===== src/rtl/mem_access_unit.sv =====
// Load/store unit between the CPU MEM stage and a word-only data memory.
// Optional macro MISALIGN_TRAP_EN: flag misaligned half/word ops on err_o and suppress them.
module mem_access_unit #(
    parameter int ADDR_W = 32
) (
    input  logic              clk_i,
    input  logic              rst_n_i,
    input  logic              req_i,
    input  logic              we_i,
    input  logic [1:0]        size_i,
    input  logic              unsigned_i,
    input  logic [ADDR_W-1:0] addr_i,
    input  logic [31:0]       wdata_i,
    output logic              ready_o,
    output logic              done_o,
    output logic [31:0]       rdata_o,
    output logic              err_o,
    output logic [ADDR_W-1:0] mem_addr_o,
    output logic              mem_wr_o,
    output logic [31:0]       mem_wdata_o,
    input  logic [31:0]       mem_rdata_i
);

    typedef enum logic [1:0] {
        IDLE     = 2'd0,
        ACCESS   = 2'd1,
        MERGE_WR = 2'd2,
        RESP     = 2'd3
    } state_t;

    state_t            state_q, state_d;
    logic              op_we_q, op_we_d;
    logic              op_uns_q, op_uns_d;
    logic              op_mis_q, op_mis_d;
    logic [1:0]        op_size_q, op_size_d;
    logic [1:0]        op_lane_q, op_lane_d;
    logic [15:0]       op_wdata_q, op_wdata_d;
    logic [ADDR_W-1:0] mem_addr_d;
    logic              mem_wr_d;
    logic [31:0]       mem_wdata_d;
    logic [31:0]       rdata_d;
    logic              req_mis;

    function automatic logic [31:0] load_ext(
        input logic [31:0] w,
        input logic [1:0]  sz,
        input logic [1:0]  lane,
        input logic        uns
    );
        logic [7:0]  b;
        logic [15:0] h;
        logic [31:0] r;
        b = w[{lane, 3'b000} +: 8];
        h = lane[1] ? w[31:16] : w[15:0];
        r = w;
        unique case (1'b1)
            sz[1]:          r = w;
            (sz == 2'b01):  r = {{16{h[15] & ~uns}}, h};
            (sz == 2'b00):  r = {{24{b[7] & ~uns}}, b};
        endcase
        return r;
    endfunction

    function automatic logic [31:0] merge_lane(
        input logic [31:0] w,
        input logic [1:0]  sz,
        input logic [1:0]  lane,
        input logic [15:0] wd
    );
        logic [31:0] r;
        r = w;
        if (sz == 2'b01) begin
            r[{lane[1], 4'b0000} +: 16] = wd;
        end else begin
            r[{lane, 3'b000} +: 8] = wd[7:0];
        end
        return r;
    endfunction

`ifdef MISALIGN_TRAP_EN
    assign req_mis = ((size_i == 2'b01) && addr_i[0]) ||
                     (size_i[1] && (addr_i[1:0] != 2'b00));
    assign err_o   = done_o & op_mis_q;
`else
    assign req_mis = 1'b0;
    assign err_o   = 1'b0;
`endif

    assign ready_o = (state_q == IDLE);
    assign done_o  = (state_q == RESP);

    // State and datapath registers; memory-side outputs are flop-driven.
    always_ff @(posedge clk_i) begin
        if (!rst_n_i) begin
            state_q     <= IDLE;
            op_we_q     <= 1'b0;
            op_uns_q    <= 1'b0;
            op_mis_q    <= 1'b0;
            op_size_q   <= 2'b00;
            op_lane_q   <= 2'b00;
            op_wdata_q  <= '0;
            mem_addr_o  <= '0;
            mem_wr_o    <= 1'b0;
            mem_wdata_o <= '0;
            rdata_o     <= '0;
        end else begin
            state_q     <= state_d;
            op_we_q     <= op_we_d;
            op_uns_q    <= op_uns_d;
            op_mis_q    <= op_mis_d;
            op_size_q   <= op_size_d;
            op_lane_q   <= op_lane_d;
            op_wdata_q  <= op_wdata_d;
            mem_addr_o  <= mem_addr_d;
            mem_wr_o    <= mem_wr_d;
            mem_wdata_o <= mem_wdata_d;
            rdata_o     <= rdata_d;
        end
    end

    // Next-state and next-datapath logic; write strobe defaults low.
    always_comb begin
        state_d     = state_q;
        op_we_d     = op_we_q;
        op_uns_d    = op_uns_q;
        op_mis_d    = op_mis_q;
        op_size_d   = op_size_q;
        op_lane_d   = op_lane_q;
        op_wdata_d  = op_wdata_q;
        mem_addr_d  = mem_addr_o;
        mem_wr_d    = 1'b0;
        mem_wdata_d = mem_wdata_o;
        rdata_d     = rdata_o;
        unique case (state_q)
            IDLE: begin
                if (req_i) begin
                    op_we_d    = we_i;
                    op_uns_d   = unsigned_i;
                    op_mis_d   = req_mis;
                    op_size_d  = size_i;
                    op_lane_d  = addr_i[1:0];
                    op_wdata_d = wdata_i[15:0];
                    mem_addr_d = {addr_i[ADDR_W-1:2], 2'b00};
                    if (we_i && size_i[1] && !req_mis) begin
                        mem_wr_d    = 1'b1;
                        mem_wdata_d = wdata_i;
                    end
                    state_d = ACCESS;
                end
            end
            ACCESS: begin
                state_d = RESP;
                if (!op_mis_q) begin
                    if (!op_we_q) begin
                        rdata_d = load_ext(mem_rdata_i, op_size_q,
                                           op_lane_q, op_uns_q);
                    end else if (!op_size_q[1]) begin
                        mem_wdata_d = merge_lane(mem_rdata_i, op_size_q,
                                                 op_lane_q, op_wdata_q);
                        mem_wr_d    = 1'b1;
                        state_d     = MERGE_WR;
                    end
                end
            end
            MERGE_WR: state_d = RESP;
            RESP:     state_d = IDLE;
            default:  state_d = IDLE;
        endcase
    end

endmodule


===== config.mk =====
export PLATFORM = sky130hd
export DESIGN_NAME = mem_access_unit
export DESIGN_NICKNAME = d
export VERILOG_FILES = /design/src/rtl/mem_access_unit.sv
export SDC_FILE = /design/constraint.sdc
export NUM_CORES = 1
export LEC_CHECK = 0
export CAP_MARGIN = 20
export CORE_ASPECT_RATIO = 0.5
export CORE_MARGIN = 4
export CORE_UTILIZATION = 49
export DETAILED_ROUTE_END_ITERATION = 6
export GPL_ROUTABILITY_DRIVEN = 0
export PLACE_DENSITY = 0.84
export SETUP_SLACK_MARGIN = 0.15
export SYNTH_ARGS = -nofsm -noshare
export SYNTH_HDL_FRONTEND = slang
export SYNTH_SLANG_ARGS = --single-unit

===== constraint.sdc =====
create_clock -name clk_i -period 4.2 [get_ports clk_i]
set_clock_uncertainty 0.2 [all_clocks]
set_input_delay 0.63 -clock clk_i [delete_from_list [all_inputs] [get_ports clk_i]]
set_output_delay 0.63 -clock clk_i [all_outputs]
set_load 0.005 [all_outputs]

-- Word-level counts from Yosys, hierarchy flattened
Cells that the tools add are included.
- shift-type cells: 5
- mux-type cells: 19
- multipliers: 0
- $add $sub $neg: 2
- reduce and logical (&&, ||, !) cells: 7
- bitwise gates (word level): 4
- equal/unequal tests: 8
- magnitude comparators: 0
- divide/modulo/power cells: 0
- operators by type and width (cell ; count):
    2-to-1 mux 32 bit ; 5
    one-hot mux 32 bit (3 select lines) ; 1
    bitwise mux 32 bit ; 2
    one-hot mux 32 bit (2 select lines) ; 1
    variable shift 16 x 7 -> 32 bit (first input constant) ; 1
    variable shift 8 x 7 -> 32 bit (first input constant) ; 1
    variable part select 16 x 7 -> 32 bit ; 1
    variable part select 32 x 6 -> 8 bit ; 1
    variable part select 8 x 7 -> 32 bit ; 1
    2-to-1 mux 16 bit ; 1
    negator 5 -> 7 bit ; 2
    one-hot mux 2 bit (4 select lines) ; 1
    2-to-1 mux 1 bit ; 6
    inequality test 2 bit (second input constant) ; 3
    AND reduction 5 bit ; 1
    == test 2 x 1 -> 1 bit (second input constant) ; 2
    == test 2 bit (second input constant) ; 2
    zero test 2 bit ; 2
    AND reduction 2 bit ; 2
    AND 1 bit ; 2
    2-to-1 mux 2 bit ; 1
    inequality test 2 x 1 -> 1 bit (second input constant) ; 1
    NOT 1 bit ; 2
    one-hot mux 1 bit (2 select lines) ; 1
    other kinds (2) ; 2
- memories: 0
- input bits: 103
- ROM bits: 0
- memory bits (writable): 0
- latch bits: 0
- bits in registers: 119
- word-level logic and storage cells: 55

-- Depth between registers and ports, before layout
- word-level depth: 7
- gate-level depth with buffers: 9
- depth with buffers taken out: 6

-- Worst setup path after synthesis
No wires, ideal clock.
- path type: register to register
- start point: register op_lane_q[1]
- end point: register mem_wdata_o[0]
- slack: 1.986 ns
- arrival: 1.939 ns
- path buffers: 2
- library setup time: 0.075 ns
- required time: 3.925 ns
- clock period less this slack: 2.214 ns
- cell stages (with the launch flop): 9
- cell sequence: dfxtp_1 -> buf_2 -> inv_1 -> ha_1 -> nor4bb_1 -> clkbuf_1 -> a21oi_1 -> o221a_2 -> o22ai_1
- longest elaborated chain between the ends: 7
- RTL lines (element ; RTL line ; RTL):
    start, declared ; 36 ; logic [1:0] op_lane_q, op_lane_d;
    start signal, assigned ; 112 ; op_lane_q <= op_lane_d;
    negator 5 -> 7 bit (on tied branches) ; 73, 75 ;
    variable part select 16 x 7 -> 32 bit (tied with other cells) ; 73 ; r[{lane[1], 4'b0000} +: 16] = wd;
    bitwise mux 32 bit (on tied branches) ; 73, 75 ;
    2-to-1 mux 32 bit (*) ; 72 ; if (sz == 2'b01) begin
    2-to-1 mux 32 bit (*) ; 157 ; end else if (!op_size_q[1]) begin
    2-to-1 mux 32 bit (*) ; 154 ; if (!op_we_q) begin
    one-hot mux 32 bit (2 select lines) (*) ; 134 ; unique case (state_q)
    end signal, assigned ; 116 ; mem_wdata_o <= mem_wdata_d;
    end, declared ; 20 ; output logic [31:0] mem_wdata_o,
Mark *: on every way between the ends. The rest lies on a longest branch, timed or not. The select of a mux whose other input is x is not followed.
A chain may end at the register's enable or synchronous reset.

-- Worst setup path in the final report
- start point: register op_lane_q[0]
- end point: register mem_wdata_o[22]
- longest elaborated chain between the ends: 7
- RTL lines (element ; RTL line ; RTL):
    negator 5 -> 7 bit (*) ; 75 ; r[{lane, 3'b000} +: 8] = wd[7:0];
    variable part select 8 x 7 -> 32 bit or variable shift 8 x 7 -> 32 bit (tied branches) ; 75 ;
    bitwise mux 32 bit (*) ; 75 ;
    2-to-1 mux 32 bit (*) ; 72 ;
    2-to-1 mux 32 bit (*) ; 157 ;
    2-to-1 mux 32 bit (*) ; 154 ;
    one-hot mux 32 bit (2 select lines) (*) ; 134 ;
Marked as above.

==> impl_metrics.csv <==
group,metric,value,unit
final_layout,finalNetCount,1051,
final_layout,fin_cells,1117,
status,status,"complete, no violations",
grt,grt_max_degree,65,
grt,use_met3,10.5,%
synthesis,synth-simple-area-share,15.4,%
synthesis,ys_warn_count,0,
worst_hold_path,min_to,"mem_addr_o[25]",
grt,grt_use_met1,36.0,%
synthesis,synthFlopType,"dfxtp_1",
final_layout,antenna_cells,0,
drt,wl_per_cell,19.3,um
synthesis,synth_cells,784,
synthesis,synth_fa_ha_area_share,1.81,%
clocking,clock_path_buffers,2,
timing,hold_viol,0,
final_layout,multiInputGateArea,3430,um^2
worst_setup_path,cp-end-kind,"register",
floorplanning,die_area,14700,um^2
worst_setup_path,r2r-end,"mem_wdata_o[22]",
timing,tns,0,ns
final_layout,drive_gt1_share,6.30,%
synthesis,yosysTopAreaCell,"dfxtp_1",
timing,relSlewSlack,31.0,%
drt,drc,0,
placement,dpl_cell_area,8190,um^2
drt,drtAntennaViolNets,0,
pwr,power_density,641,nW/um^2
pwr,p_leak,3.20,nW
synthesis,async_reset_ff_share,0,%
clocking,ctsRootBufferMaster,"clkbuf_16",
timing,clock.fmax,350,MHz
clocking,postCtsHoldBufs,0,
floorplanning,io_pins,203,
floorplanning,dieHeight,87.8,um
worst_setup_path,cp.required,4.34,ns
worst_setup_path,regToRegSetupSlack,1.34,ns
synthesis,netlist_area,6230,um^2
synthesis,yosysSeqAreaShare,38.2,%
grt,busiest_layer,"met2",
run,maxCapViolCount,0,
synthesis,syn_area_per_cell,7.95,um^2
timing,min_period_over_period,68.1,%
final_layout,fillCellCount,954,
placement,dp_cells,1084,
drt,vias_per_cell,5.95,
synthesis,synth_edf_count,0,
drt,routed_wl,21600,um
synthesis,ys_ff_latch,119,
floorplanning,fp.dieW,168,um
grt,grt_pass1_wl,33500,um
timing,setup_viol,0,
clocking,cts_resized,0,
final_layout,syn_to_final_growth,42.0,%
timing,worst_pin_slew,1.03,ns
clocking,clk_pin_slew,0.05,ns
worst_setup_path,crit_path_max_fanout,19,
final_layout,fin_area,8850,um^2
clocking,clock_latency,0.41,ns
synthesis,yosys-mux-area-fraction,6.88,%
worst_setup_path,cp_data_arrival_time,3.00,ns
synthesis,synth_top_area_share,38.2,%
drt,drt_first_iter_violations,817,
worst_setup_path,rr_startpoint,"op_lane_q[0]",
pwr,peakVddDrop,327,uV
worst_setup_path,critPathLaunchType,"register",
worst_hold_path,hp-start,"mem_addr_o[25]",
synthesis,synth-compound-area-share,30.5,%
worst_hold_path,hold_depth,2,
clocking,cts_sinks,119,
drt,drt_first_pass_iters,6,
grt,antenna_found_initial,0,
floorplanning,core,12100,um^2
final_layout,regArea,2380,um^2
clocking,ctsHtreeMaxLevel,4,
worst_setup_path,worst-r2r-cell-count,6,
grt,overflow,0,
clocking,postCtsSetupBuffers,0,
clocking,cts_buffers,17,
grt,met2_usage,46.3,%
worst_hold_path,min_path_type,"reg -> reg",
synthesis,synth_cell_type_count,53,
synthesis,synth_top_family_by_area,"compound AO/OA/AOI/OAI gates",
timing,period_needed,2.86,ns
worst_setup_path,crit_type,"reg -> reg",
grt,grt_pass1_vias,6388,
floorplanning,initial_utilization,51.4,%
placement,portBuffers,199,
timing,rsz0062_at_grt,"no",
placement,detailed_place_hpwl,14800,um
grt,grt_use_total,28.6,%
synthesis,synth_area_leaders,"dfxtp_1 38%, nand2_1 8.9%, a21oi_1 6.8%",
timing,finalMaxSlewViolations,0,
drt,vias,6645,
clocking,cts_tree,"built",
synthesis,synth_xor_area_share,0,%
floorplanning,fp-row-count,28,
==> metrics by stage <==
step / power (mW) / setup slack, ns / hold WS [ns] / util [%]
final: 5.68 / 1.34 / 0.260 / 73.0
after global routing: 6.01 / 1.14 / 0.290 / 73.0
after CTS: 5.65 / 1.43 / 0.263 / 72.9
after detailed placement: 4.04 / 1.44 / 0.256 / 67.5
after global placement: 3.97 / 1.49 / 0.248 / 67.5
after floorplan: 2.98 / 1.99 / 0.248 / -
==> state kept, by name, indices dropped and copies added, names as in the netlist <==
| name | flops |
|---|---|
| op_size_q | 2 |
| op_uns_q | 1 |
| rdata_o | 32 |
| state_q | 2 |
| mem_addr_o | 30 |
| mem_wr_o | 1 |
| op_wdata_q | 16 |
| op_lane_q | 2 |
| op_we_q | 1 |
| mem_wdata_o | 32 |
==> worst max-delay path by stage <==
stage | slack [ns] | startpoint | end
after floorplan | 1.99 | op_lane_q[1] | mem_wdata_o[0]
after global placement | 1.49 | op_lane_q[0] | mem_wdata_o[1]
after detailed placement | 1.44 | op_lane_q[0] | mem_wdata_o[17]
after CTS | 1.43 | op_lane_q[0] | mem_wdata_o[21]
after global routing | 1.14 | op_lane_q[0] | mem_wdata_o[22]
final | 1.34 | op_lane_q[0] | mem_wdata_o[22]
==> worst max-delay path, cell delays in order, from the launching register on <==
cell     delay (ns)
dfxtp_1        0.74
inv_1          0.20
ha_1           0.64
nand2_1        0.31
nor4b_1        0.33
o21ai_0        0.19
a31oi_1        0.17
==> report_power, final <==
part | switching, mW | internal (mW) | leakage, nW
logic | 1.25 | 1.13 | 1.92
registers | 0.244 | 1.48 | 0.977
clock network | 0.535 | 1.04 | 0.303
==> area by class of cell <==
type,count,share of cell area [%]
clock buffer,22,5.36
clock inverter,10,1.91
inverter,32,1.36
multi-input combinational,561,38.8
sequential,119,26.9
tap,165,2.33
timing repair buffer,208,23.4
==> cells in the mapped netlist (all sizes together), types with 3 or more instances <==
cell type and number:
a21boi 52, o211ai 7, o21ai 81, mux2i 35, ha 9, buf 23
nor2 5, a22oi 26, a21oi 86, o221ai 16, dfxtp 119, inv 32
a222oi 4, a31oi 9, nand3b 8, and2 3, nor4b 7, clkbuf 51
nand2 148, nor2b 5, nand2b 6, mux4 3, a221o 7, nand3 14
or3b 3
==> cells in the final DEF (no fill, tap or decap), drive strengths merged, types with 8 or more instances in the layout <==
cell type and instances:
clkbuf 22, nand3 14, a31oi 9, inv 32, o21ai 81, nand2 148, nand3b 8, dfxtp 119
mux2i 35, a22oi 26, ha 9, a21oi 86, clkdlybuf4s50 198, o221ai 16, buf 10, a21boi 52
==> kinds of logic after synthesis <==
group	Yosys count
buffers and inverters	106
adder cells (fa/ha/maj)	9
AO/OA/AOI/OAI	300
AND/OR/NAND/NOR	210
flip-flops	119
other	1
multiplexers	39
==> routing by layer <==
layer | share of wire, % | wire length, um
met3 | 13 | 2860
met2 | 45 | 9610
met1 | 40 | 8570
met5 | 0 | 0
met4 | 2.4 | 526
Power figures use the tool's default switching activity.
